`src/rtl/log_prod_tree_pkg.sv`:
```
// Shared encodings and arithmetic for the log-domain product tree.
// Values are handled at 64 bits and narrowed by the caller to its own width.
package log_prod_tree_pkg;

    typedef struct packed {
        logic signed [63:0] sum;
        logic               sat;
    } sat_res_t;

    function automatic logic signed [63:0] max_val(input int unsigned w);
        return (64'sd1 <<< (w - 1)) - 64'sd1;
    endfunction

    function automatic logic signed [63:0] min_fin(input int unsigned w);
        return -max_val(w);
    endfunction

    function automatic logic signed [63:0] neg_inf(input int unsigned w);
        return -max_val(w) - 64'sd1;
    endfunction

    // log(a*b) = log a + log b; log 0 absorbs, finite results clamp to [MIN_FIN, MAX]
    function automatic sat_res_t sat_add(input logic signed [63:0] a,
                                         input logic signed [63:0] b,
                                         input int unsigned        w);
        sat_res_t r;
        r.sum = a + b;
        r.sat = 1'b0;
        if (a == neg_inf(w) || b == neg_inf(w)) begin
            r.sum = neg_inf(w);
        end else if (r.sum > max_val(w)) begin
            r.sum = max_val(w);
            r.sat = 1'b1;
        end else if (r.sum < min_fin(w)) begin
            r.sum = min_fin(w);
            r.sat = 1'b1;
        end
        return r;
    endfunction

    function automatic int unsigned clamp_mode(input int unsigned m, input int unsigned levels);
        return (m > levels) ? levels : m;
    endfunction

    // One spare code point so an over-range mode can be presented and clamped.
    function automatic int unsigned mode_width(input int unsigned n_leaf);
        return $clog2($clog2(n_leaf) + 2);
    endfunction

endpackage

```
`src/rtl/log_prod_tree_if.sv`:
```
// Input and output streaming handshake of the log-domain product tree.
interface log_prod_tree_if #(
    parameter int N_LEAF = 8,
    parameter int W      = 16
);
    import log_prod_tree_pkg::*;

    localparam int MODE_W = mode_width(N_LEAF);

    logic                  in_valid;
    logic                  in_ready;
    logic [N_LEAF*W-1:0]   in_data;
    logic [MODE_W-1:0]     mode;
    logic                  out_valid;
    logic                  out_ready;
    logic [N_LEAF*W-1:0]   out_data;
    logic [N_LEAF-1:0]     out_mask;
    logic [MODE_W-1:0]     out_mode;
    logic                  out_sat;

    modport master (
        output in_valid, in_data, mode, out_ready,
        input  in_ready, out_valid, out_data, out_mask, out_mode, out_sat
    );

    modport slave (
        input  in_valid, in_data, mode, out_ready,
        output in_ready, out_valid, out_data, out_mask, out_mode, out_sat
    );
endinterface

```
`src/rtl/log_prod_tree_add_stage.sv`:
```
// One tree level: pairs adjacent lanes with a saturating log-domain add when the
// transaction's mode reaches this level, otherwise passes lanes through.
module log_add_stage
    import log_prod_tree_pkg::*;
#(
    parameter int N_LEAF = 8,
    parameter int W      = 16,
    parameter int LEVEL  = 1,
    parameter int MODE_W = 3
) (
    input  logic                clk,
    input  logic                rst,
    input  logic                en_i,
    input  logic                valid_i,
    input  logic [N_LEAF*W-1:0] data_i,
    input  logic [MODE_W-1:0]   mode_i,
    input  logic                sat_i,
    output logic                valid_o,
    output logic [N_LEAF*W-1:0] data_o,
    output logic [MODE_W-1:0]   mode_o,
    output logic                sat_o
);

    logic                valid_q;
    logic [N_LEAF*W-1:0] data_q, data_d;
    logic [MODE_W-1:0]   mode_q;
    logic                sat_q, sat_d;
    logic                unused_sum_hi;

    always_comb begin
        sat_res_t res;
        res           = '0;
        data_d        = data_i;
        sat_d         = sat_i;
        unused_sum_hi = 1'b0;
        if (mode_i >= MODE_W'(LEVEL)) begin
            data_d = '0;
            for (int j = 0; j < (N_LEAF >> LEVEL); j++) begin
                res = sat_add(64'($signed(data_i[2*j*W +: W])),
                              64'($signed(data_i[(2*j+1)*W +: W])), W);
                data_d[j*W +: W] = res.sum[W-1:0];
                sat_d            = sat_d | res.sat;
                // result is already in range, so the upper bits are pure sign extension
                unused_sum_hi    = unused_sum_hi | (|res.sum[63:W]);
            end
        end
    end

    always_ff @(posedge clk or negedge rst) begin
        if (!rst) begin
            valid_q <= 1'b0;
            data_q  <= '0;
            mode_q  <= '0;
            sat_q   <= 1'b0;
        end else if (en_i) begin
            valid_q <= valid_i;
            if (valid_i) begin
                data_q <= data_d;
                mode_q <= mode_i;
                sat_q  <= sat_d;
            end
        end
    end

    assign valid_o = valid_q;
    assign data_o  = data_q;
    assign mode_o  = mode_q;
    assign sat_o   = sat_q;

endmodule

```
`src/rtl/log_prod_tree.sv`:
```
// Pipelined log-domain product tree: LEVELS lock-step stages sharing one enable,
// fixed latency of LEVELS cycles whatever the group size.
module log_prod_tree
    import log_prod_tree_pkg::*;
#(
    parameter int N_LEAF = 8,
    parameter int W      = 16,
    parameter int FRAC   = 10
) (
    input  logic            clk,
    input  logic            rst,
    log_prod_tree_if.slave  bus
);

    localparam int LEVELS = $clog2(N_LEAF);
    localparam int MODE_W = mode_width(N_LEAF);

    if (N_LEAF < 2 || (N_LEAF & (N_LEAF - 1)) != 0 || FRAC >= W) begin : g_param_err
        $error("log_prod_tree: N_LEAF must be a power of 2 >= 2 and FRAC < W");
    end

    logic                en;
    logic [N_LEAF*W-1:0] data_s  [LEVELS+1];
    logic [MODE_W-1:0]   mode_s  [LEVELS+1];
    logic                valid_s [LEVELS+1];
    logic                sat_s   [LEVELS+1];
    logic [N_LEAF-1:0]   mask;

    assign en          = ~bus.out_valid | bus.out_ready;
    assign bus.in_ready = rst & en;

    assign data_s[0]  = bus.in_data;
    assign mode_s[0]  = MODE_W'(clamp_mode(32'(bus.mode), LEVELS));
    assign valid_s[0] = bus.in_valid;
    assign sat_s[0]   = 1'b0;

    for (genvar k = 1; k <= LEVELS; k++) begin : g_stage
        log_add_stage #(
            .N_LEAF (N_LEAF),
            .W      (W),
            .LEVEL  (k),
            .MODE_W (MODE_W)
        ) u_stage (
            .clk     (clk),
            .rst     (rst),
            .en_i    (en),
            .valid_i (valid_s[k-1]),
            .data_i  (data_s[k-1]),
            .mode_i  (mode_s[k-1]),
            .sat_i   (sat_s[k-1]),
            .valid_o (valid_s[k]),
            .data_o  (data_s[k]),
            .mode_o  (mode_s[k]),
            .sat_o   (sat_s[k])
        );
    end

    always_comb begin
        mask = '0;
        for (int g = 0; g < N_LEAF; g++) begin
            if (valid_s[LEVELS] && g < (N_LEAF >> mode_s[LEVELS])) begin
                mask[g] = 1'b1;
            end
        end
    end

    assign bus.out_valid = valid_s[LEVELS];
    assign bus.out_data  = data_s[LEVELS];
    assign bus.out_mode  = mode_s[LEVELS];
    assign bus.out_sat   = sat_s[LEVELS];
    assign bus.out_mask  = mask;

endmodule

```
`src/flat_wrapper.sv`:
```
// flat-port wrapper written by rule: the top's interface ports become plain ports
module log_prod_tree_flat import log_prod_tree_pkg::*;
#(
    parameter int N_LEAF = 8,
    parameter int W      = 16,
    parameter int FRAC   = 10
)
  (clk, rst, bus_in_valid, bus_in_data, bus_mode, bus_out_ready, bus_in_ready, bus_out_valid, bus_out_data, bus_out_mask, bus_out_mode, bus_out_sat);
  log_prod_tree_if #(.N_LEAF(N_LEAF), .W(W)) bus_i ();
  input  logic clk;
  input  logic rst;
  input wire logic [$bits(bus_i.in_valid)-1:0] bus_in_valid;
  input wire logic [$bits(bus_i.in_data)-1:0] bus_in_data;
  input wire logic [$bits(bus_i.mode)-1:0] bus_mode;
  input wire logic [$bits(bus_i.out_ready)-1:0] bus_out_ready;
  output wire logic [$bits(bus_i.in_ready)-1:0] bus_in_ready;
  output wire logic [$bits(bus_i.out_valid)-1:0] bus_out_valid;
  output wire logic [$bits(bus_i.out_data)-1:0] bus_out_data;
  output wire logic [$bits(bus_i.out_mask)-1:0] bus_out_mask;
  output wire logic [$bits(bus_i.out_mode)-1:0] bus_out_mode;
  output wire logic [$bits(bus_i.out_sat)-1:0] bus_out_sat;
  assign bus_i.in_valid = bus_in_valid;
  assign bus_i.in_data = bus_in_data;
  assign bus_i.mode = bus_mode;
  assign bus_i.out_ready = bus_out_ready;
  assign bus_in_ready = bus_i.in_ready;
  assign bus_out_valid = bus_i.out_valid;
  assign bus_out_data = bus_i.out_data;
  assign bus_out_mask = bus_i.out_mask;
  assign bus_out_mode = bus_i.out_mode;
  assign bus_out_sat = bus_i.out_sat;
  log_prod_tree #(.N_LEAF(N_LEAF), .W(W), .FRAC(FRAC)) u_core (.clk(clk), .rst(rst), .bus(bus_i));
endmodule
```
`config.mk`:
```
export PLATFORM = sky130hd
export DESIGN_NAME = log_prod_tree_flat
export DESIGN_NICKNAME = d
export VERILOG_FILES = /design/src/rtl/log_prod_tree_pkg.sv /design/src/rtl/log_prod_tree_if.sv /design/src/rtl/log_prod_tree_add_stage.sv /design/src/rtl/log_prod_tree.sv /design/src/flat_wrapper.sv
export SDC_FILE = /design/constraint.sdc
export NUM_CORES = 1
export LEC_CHECK = 0
export CORE_AREA = 2 2 224 226
export DETAILED_ROUTE_END_ITERATION = 16
export DIE_AREA = 0 0 226 228
export GPL_TIMING_DRIVEN = 0
export PLACE_DENSITY = 0.8
export RECOVER_POWER = 100
export SYNTH_ARGS = -nofsm -noshare
export SYNTH_HDL_FRONTEND = slang
export SYNTH_HIERARCHICAL = 1
export SYNTH_SLANG_ARGS = --single-unit
```
`constraint.sdc`:
```
create_clock -name clk -period 3.5 [get_ports clk]
set_input_delay 1.05 -clock clk [delete_from_list [all_inputs] [get_ports clk]]
set_output_delay 1.05 -clock clk [all_outputs]
set_load 0.05 [all_outputs]
```
==> results.ini, run 1 <==
[sta]
skew_ps = 37.0
finalSetupTns_ps = -45.1
rsz0062_at_grt = true
slew_violations = 192
timing.slew.headroom = -0.161
fin_crit_ps = 3530
timing.final.ws_setup_ps = -31.7
worst_pin_slew_ps = 1740
fmax_ghz = 0.283
whs_ps = 298
post-route-period-util = 1.01
hold_viol = 0
setup_viol = 2

[power_and_ir_drop]
vdd_drop_max_uv = 424
power_density_nw_per_um2 = 856
p_int_mw = 13.6
swShare = 0.470
leakage_nw = 14.0
comb_power_share = 0.539
p_clk_frac = 0.185
p_seq_frac = 0.276
power.switching_mw = 12.0

[drt]
wl_met1_mm = 33.4
highest_layer = met4
drtAntennaViolNets = 0
avgRoutedWirePerCell_um = 21.8
routed_via_density = 6.11
met2_length_mm = 37.8
routed_wl_mm = 80.4
route.detailed.drc = 0
dr_total_vias = 22536
initialDrtViolationCount = 2425
firstDrtPassIters = 7
dr_wl_met3_mm = 6.42

[setup_path]
crit_type = primary input to flip-flop
critPathLaunchType = primary input
r2r_end = u_core/g_stage[2].u_stage/data_o[9]$_DFFE_PN0P_
critPathArrivalTime_ps = 4020
r2r_start = u_core/g_stage[1].u_stage/data_o[16]$_DFFE_PN0P_
path_max_fanout = 6
reg2regPathDepth = 12
endpoint_kind = flip-flop
ff2ff_setup_slack_ps = 60
worstPathRequired_ps = 3990

[worst_hold_path]
hold_path_class = primary input to asynchronous set/reset pin

[floorplan]
floorplan.initialDensity = 0.474
rows = 82
die_area_sq_um = 51500
core_sq_um = 49300
io_pins = 277
die_w_um = 226
die_h_um = 228

[synthesis]
postSynthCellCount = 2615
synth-seq-cells = 399
syn_area_sq_um = 23400
synth_warnings = 6
synth_ff_type = dfrtp_1
syn_avg_cell_area_sq_um = 8.94
synth_cell_types = 109
yosysSeqAreaShare = 0.427
synth_edf_count = 0
async_flop_share = 1.00

[clock_tree]
cts_htree_levels = 2
clk_latency_ps = 590
numCtsBuffers = 42
clk_pin_slew_ps = 60
clockBufferDepth = 3
cts_tree = yes
cts_sinks = 399
cts.root.buffer_cell = clkbuf_16

[cells_and_area]
fin_cells = 3689
fill_cells = 4181
multi_input_area_sq_um = 13600
postLayoutCellArea_sq_um = 29900
drive_gt1_frac = 0.126
syn2layout_area_growth_pct = 27.8
register_area_sq_um = 10000
fin_util = 0.606
fin_nets = 3239
antenna_cells = 0

[placement]
place_inst = 3569
hpwl_mm = 61.9
place_area_sq_um = 27100
port_buffers = 276
gp_congestion = 0.992

[global_routing]
grt_pass1_wl_mm = 122
grt_pass1_vias = 21478
gr-total-overflow = 0
antenna_found_initial = 0
grt_max_degree = 133
track_usage = 0.303

[status]
outcome = finished, violations left
violations = capacitance limit, slew limit, setup timing

[job]
maxCapViolCount = 2

-- cell type report --
type / instances / area share
Buffer: 140 / 0.0211
Clock buffer: 54 / 0.0387
Clock inverter: 22 / 0.0108
Inverter: 61 / 0.00766
Multi-Input combinational cell: 2013 / 0.454
Sequential cell: 399 / 0.334
Tap cell: 672 / 0.0281
Timing Repair Buffer: 328 / 0.105
-- cell usage in the layout (no fill, tap or decap), types with 59 or more instances in the layout --
| cell type | count |
|---|---|
| a21oi_1 | 154 |
| a22o_1 | 98 |
| clkbuf_1 | 114 |
| dfrtp_1 | 390 |
| dlygate4sd3_1 | 139 |
| ha_1 | 72 |
| inv_1 | 59 |
| nand2_1 | 483 |
| nand3_1 | 203 |
| nor2_1 | 145 |
| o21ai_0 | 75 |
-- power by group through the flow --
stage          registers [mW]  clock network (mW)  logic (mW)
2_1_floorplan            7.69                   0        8.14
3_3_place_gp             7.07                   0        12.6
3_5_place_dp             7.10                   0        12.8
4_1_cts                  7.03                4.79        13.1
5_1_grt                  7.16                4.98        14.8
6_report                 7.06                4.74        13.8
-- logic make-up after synthesis --
group	share of synthesized area
and+or+nand+nor	0.224
AOI/OAI and AO/OA	0.213
DFF	0.427
buffers and inverters	0.0358
adders and majority gates	0.0681
xor gates and xnor gates	0.0303
muxes	0.00225
other	0.000160
-- through the flow --
step                      worst slack, ps  power [mW]
after floorplan                     -13.9        15.8
after global placement             -15030        19.7
after detailed placement            -1300        19.9
after CTS                            1.24        24.9
after global routing                 -112        27.0
final                               -31.7        25.6
-- sequential cells by signal, indices dropped and copies added (netlist names) --
name	flops
u_core/g_stage.u_stage/mode_o	9
u_core/g_stage.u_stage/sat_o	3
u_core/g_stage.u_stage/valid_o	3
u_core/g_stage.u_stage/data_o	384
-- per-layer routing --
metal / vias up / global-route usage
met5: - / 0
met4: 0 / 0.0956
met3: 194 / 0.0506
met2: 1045 / 0.497
met1: 11036 / 0.408
li1: 10261 / -
-- worst max path at each step --
| stage | start | to | slack, ps | cells after the start |
|---|---|---|---|---|
| 6_report | bus_in_data[66] | u_core/g_stage[1].u_stage/sat_o$_DFFE_PN0P_ | -30 | 11 |
| 4_1_cts | bus_in_data[54] | u_core/g_stage[1].u_stage/data_o[25]$_DFFE_PN0P_ | 1 | 12 |
| 2_1_floorplan | bus_in_data[32] | u_core/g_stage[1].u_stage/data_o[20]$_DFFE_PN0P_ | -10 | 13 |
| 3_3_place_gp | rst | u_core/g_stage[3].u_stage/data_o[87]$_DFFE_PN0P_ | -15030 | 1 |
| 3_5_place_dp | bus_in_data[16] | u_core/g_stage[1].u_stage/data_o[6]$_DFFE_PN0P_ | -1300 | 14 |
| 5_1_grt | bus_in_data[76] | u_core/g_stage[1].u_stage/sat_o$_DFFE_PN0P_ | -110 | 11 |
-- repair_timing --
| item | 4_1_cts | 5_1_grt |
|---|---|---|
| gates cloned | 2 | 1 |
| setup buffers | 22 | 24 |
| setup endpoints to repair | 125 | 91 |
| hold buffers | 0 | 0 |
| resized for setup | 151 | 210 |
| pin swaps | 24 | 63 |
-- synth_stat cells (8+ instances only) --
cell type	instances	share of area
nand3_1	203	0.043
ha_1	112	0.060
o21ai_0	84	0.018
a22oi_1	28	0.0090
a31oi_1	21	0.0056
nor2b_1	24	0.0064
or3_1	10	0.0027
o31ai_1	14	0.0045
nand4_1	34	0.0091
or2_1	8	0.0021
nor3_1	25	0.0054
a21oi_1	175	0.037
a211o_1	10	0.0037
nor4b_1	15	0.0056
o22a_1	9	0.0034
nand2_1	484	0.078
nand2b_1	31	0.0083
a22o_1	98	0.037
inv_1	60	0.0096
xnor2_1	39	0.015
dfrtp_1	399	0.43
and3_1	30	0.0080
nor4_1	49	0.013
or2_2	9	0.0024
a211oi_1	15	0.0048
nor2_1	149	0.024
a21o_1	27	0.0087
a221o_1	12	0.0051
clkbuf_1	107	0.017
xor2_1	40	0.015
o22ai_1	8	0.0021
nand3b_1	8	0.0026
buf_2	12	0.0026
buf_1	18	0.0029
and2_1	14	0.0037
o21ai_1	20	0.0043
o211ai_1	19	0.0061
o21a_1	29	0.0093
-- worst max-delay path: stages --
cell,delay (ps)
clkdlybuf4s50_1,510
ha_1,340
a211oi_2,280
o21ai_2,130
and3_1,210
or4_1,520
a32oi_1,220
nand4_1,190
o21ai_2,250
a31oi_4,140
a41oi_2,170
(Power assumes the default switching activity.)
==> run 2, diff against run 1 <==
--- a/config.mk
+++ b/config.mk
@@ -6,11 +6,13 @@
 export NUM_CORES = 1
 export LEC_CHECK = 0
 export CORE_AREA = 2 2 224 226
+export CTS_BUF_LIST = sky130_fd_sc_hd__clkbuf_4 sky130_fd_sc_hd__clkbuf_8
 export DETAILED_ROUTE_END_ITERATION = 16
 export DIE_AREA = 0 0 226 228
 export GPL_TIMING_DRIVEN = 0
 export PLACE_DENSITY = 0.8
 export RECOVER_POWER = 100
+export REMOVE_ABC_BUFFERS = 1
 export SYNTH_ARGS = -nofsm -noshare
 export SYNTH_HDL_FRONTEND = slang
 export SYNTH_HIERARCHICAL = 1
==> results.ini, run 2 (synthesis gave the netlist of run 1 again) <==
[status]
outcome = finished clean

[drt]
route.detailed.drc = 0
initialDrtViolationCount = 2164
drtAntennaViolNets = 0
routed_via_density = 6.07
routed_wl_mm = 74.6
avgRoutedWirePerCell_um = 20.6
dr_total_vias = 21960
firstDrtPassIters = 5

[sta]
fin_crit_ps = 3470
whs_ps = 262
post-route-period-util = 0.992
fmax_ghz = 0.288
finalSetupTns_ps = 0
worst_pin_slew_ps = 1470
rsz0062_at_grt = true
hold_viol = 0
skew_ps = 31.7
slew_violations = 0
timing.slew.headroom = 0.0223
setup_viol = 0

[cells_and_area]
final_common_cell = nand2_1
fin_nets = 3147
largest_reg_flops = 384
drive_gt1_frac = 0.136
syn2layout_area_growth_pct = 26.8
final_cell_mix = nand2_1, dfrtp_1, clkdlybuf4s50_1

[placement]
gp_congestion = 0.920
hpwl_mm = 54.0
port_buffers = 276

[clock_tree]
hold_buffers = 0
numCtsBuffers = 70
cts.root.buffer_cell = clkbuf_8
cts_sinks = 399
clk_pin_slew_ps = 70
cts_htree_levels = 3
cts_tree = yes
clockBufferDepth = 3
clk_latency_ps = 660

[floorplan]
floorplan.initialDensity = 0.474
die_area_sq_um = 51500
rows = 82
die_h_um = 228
core_sq_um = 49300
io_pins = 277
die_w_um = 226

[setup_path]
critPathLaunchType = flip-flop
path_max_fanout = 5
crit_type = flip-flop to flip-flop
ff2ff_setup_slack_ps = 30
worstPathRequired_ps = 4040
r2r_end = u_core/g_stage[2].u_stage/data_o[9]$_DFFE_PN0P_
critPathArrivalTime_ps = 4020
endpoint_kind = flip-flop
r2r_start = u_core/g_stage[1].u_stage/data_o[16]$_DFFE_PN0P_
reg2regPathDepth = 13

[global_routing]
grt_pass1_wl_mm = 117
gr-total-overflow = 0
grt_pass1_vias = 21225
track_usage = 0.284
antenna_found_initial = 5
grt_max_degree = 126

[power_and_ir_drop]
vdd_drop_max_uv = 517
leakage_nw = 13.6
power_density_nw_per_um2 = 855

[worst_hold_path]
hold_path_class = primary input to asynchronous set/reset pin

[job]
maxCapViolCount = 0

run 2: per-stage QoR:
| stage | setup slack, ps | power (mW) | area [sq um] | util | cells |
|---|---|---|---|---|---|
| 2_1_floorplan | -4500 | 15.2 | 22800 | - | 2473 |
| 3_3_place_gp | -15390 | 19.0 | 26400 | 0.535 | 3421 |
| 3_5_place_dp | -1460 | 19.7 | 26900 | 0.545 | 3444 |
| 4_1_cts | 2.81 | 24.6 | 28900 | 0.585 | 3584 |
| 5_1_grt | -46.7 | 26.8 | 29600 | 0.601 | 3618 |
| 6_report | 26.3 | 25.3 | 29600 | 0.601 | 3618 |
run 2: routing by layer:
metal,track usage,wire length [um]
met5,0,0
met1,0.397,32300
met4,0.101,2270
met2,0.446,34600
met3,0.0493,5470
run 2: critical path, cell delays in order, from the launching register on:
cell and delay (ps):
dfrtp_2 460, ha_4 190, inv_2 50, fa_2 230
nor2b_4 50, o31a_1 260, buf_4 150, o21a_4 230
o311ai_4 300, nand2_1 80, or4b_4 500, o41a_4 510
a221oi_4 270, nor2_1 70
run 2: area by class of cell:
type | instances | area [sq um]
Fill cell | 4198 | 19700
Multi-Input combinational cell | 2016 | 13500
Sequential cell | 399 | 10000
Timing Repair Buffer | 345 | 3560
Clock buffer | 104 | 1300
Tap cell | 672 | 841
Inverter | 61 | 229
Clock inverter | 16 | 154
Antenna cell | 5 | 12.5
run 2: worst max path at each step:
stage / slack (ps) / startpoint / end
2_1_floorplan: -4500 / bus_mode[2] / u_core/g_stage[1].u_stage/data_o[16]$_DFFE_PN0P_
3_3_place_gp: -15390 / rst / u_core/g_stage[1].u_stage/data_o[6]$_DFFE_PN0P_
3_5_place_dp: -1460 / bus_in_data[69] / u_core/g_stage[1].u_stage/data_o[40]$_DFFE_PN0P_
4_1_cts: 3 / bus_in_data[113] / u_core/g_stage[1].u_stage/sat_o$_DFFE_PN0P_
5_1_grt: -50 / u_core/g_stage[1].u_stage/data_o[17]$_DFFE_PN0P_ / u_core/g_stage[2].u_stage/data_o[3]$_DFFE_PN0P_
6_report: 30 / u_core/g_stage[1].u_stage/data_o[16]$_DFFE_PN0P_ / u_core/g_stage[2].u_stage/data_o[9]$_DFFE_PN0P_
run 2: report_power, final:
group	switching, mW	leakage, nW	internal (mW)
Sequential	1.26	5.17	5.71
Combinational	8.58	7.61	5.27
Clock	1.97	0.783	2.53
run 2: repair_timing:
item | 4_1_cts | 5_1_grt
cloned | 2 | 2
setup endpoints to repair | 78 | 87
gates resized for setup | 84 | 167
buffers inserted | 18 | 27
pin swaps | 20 | 43
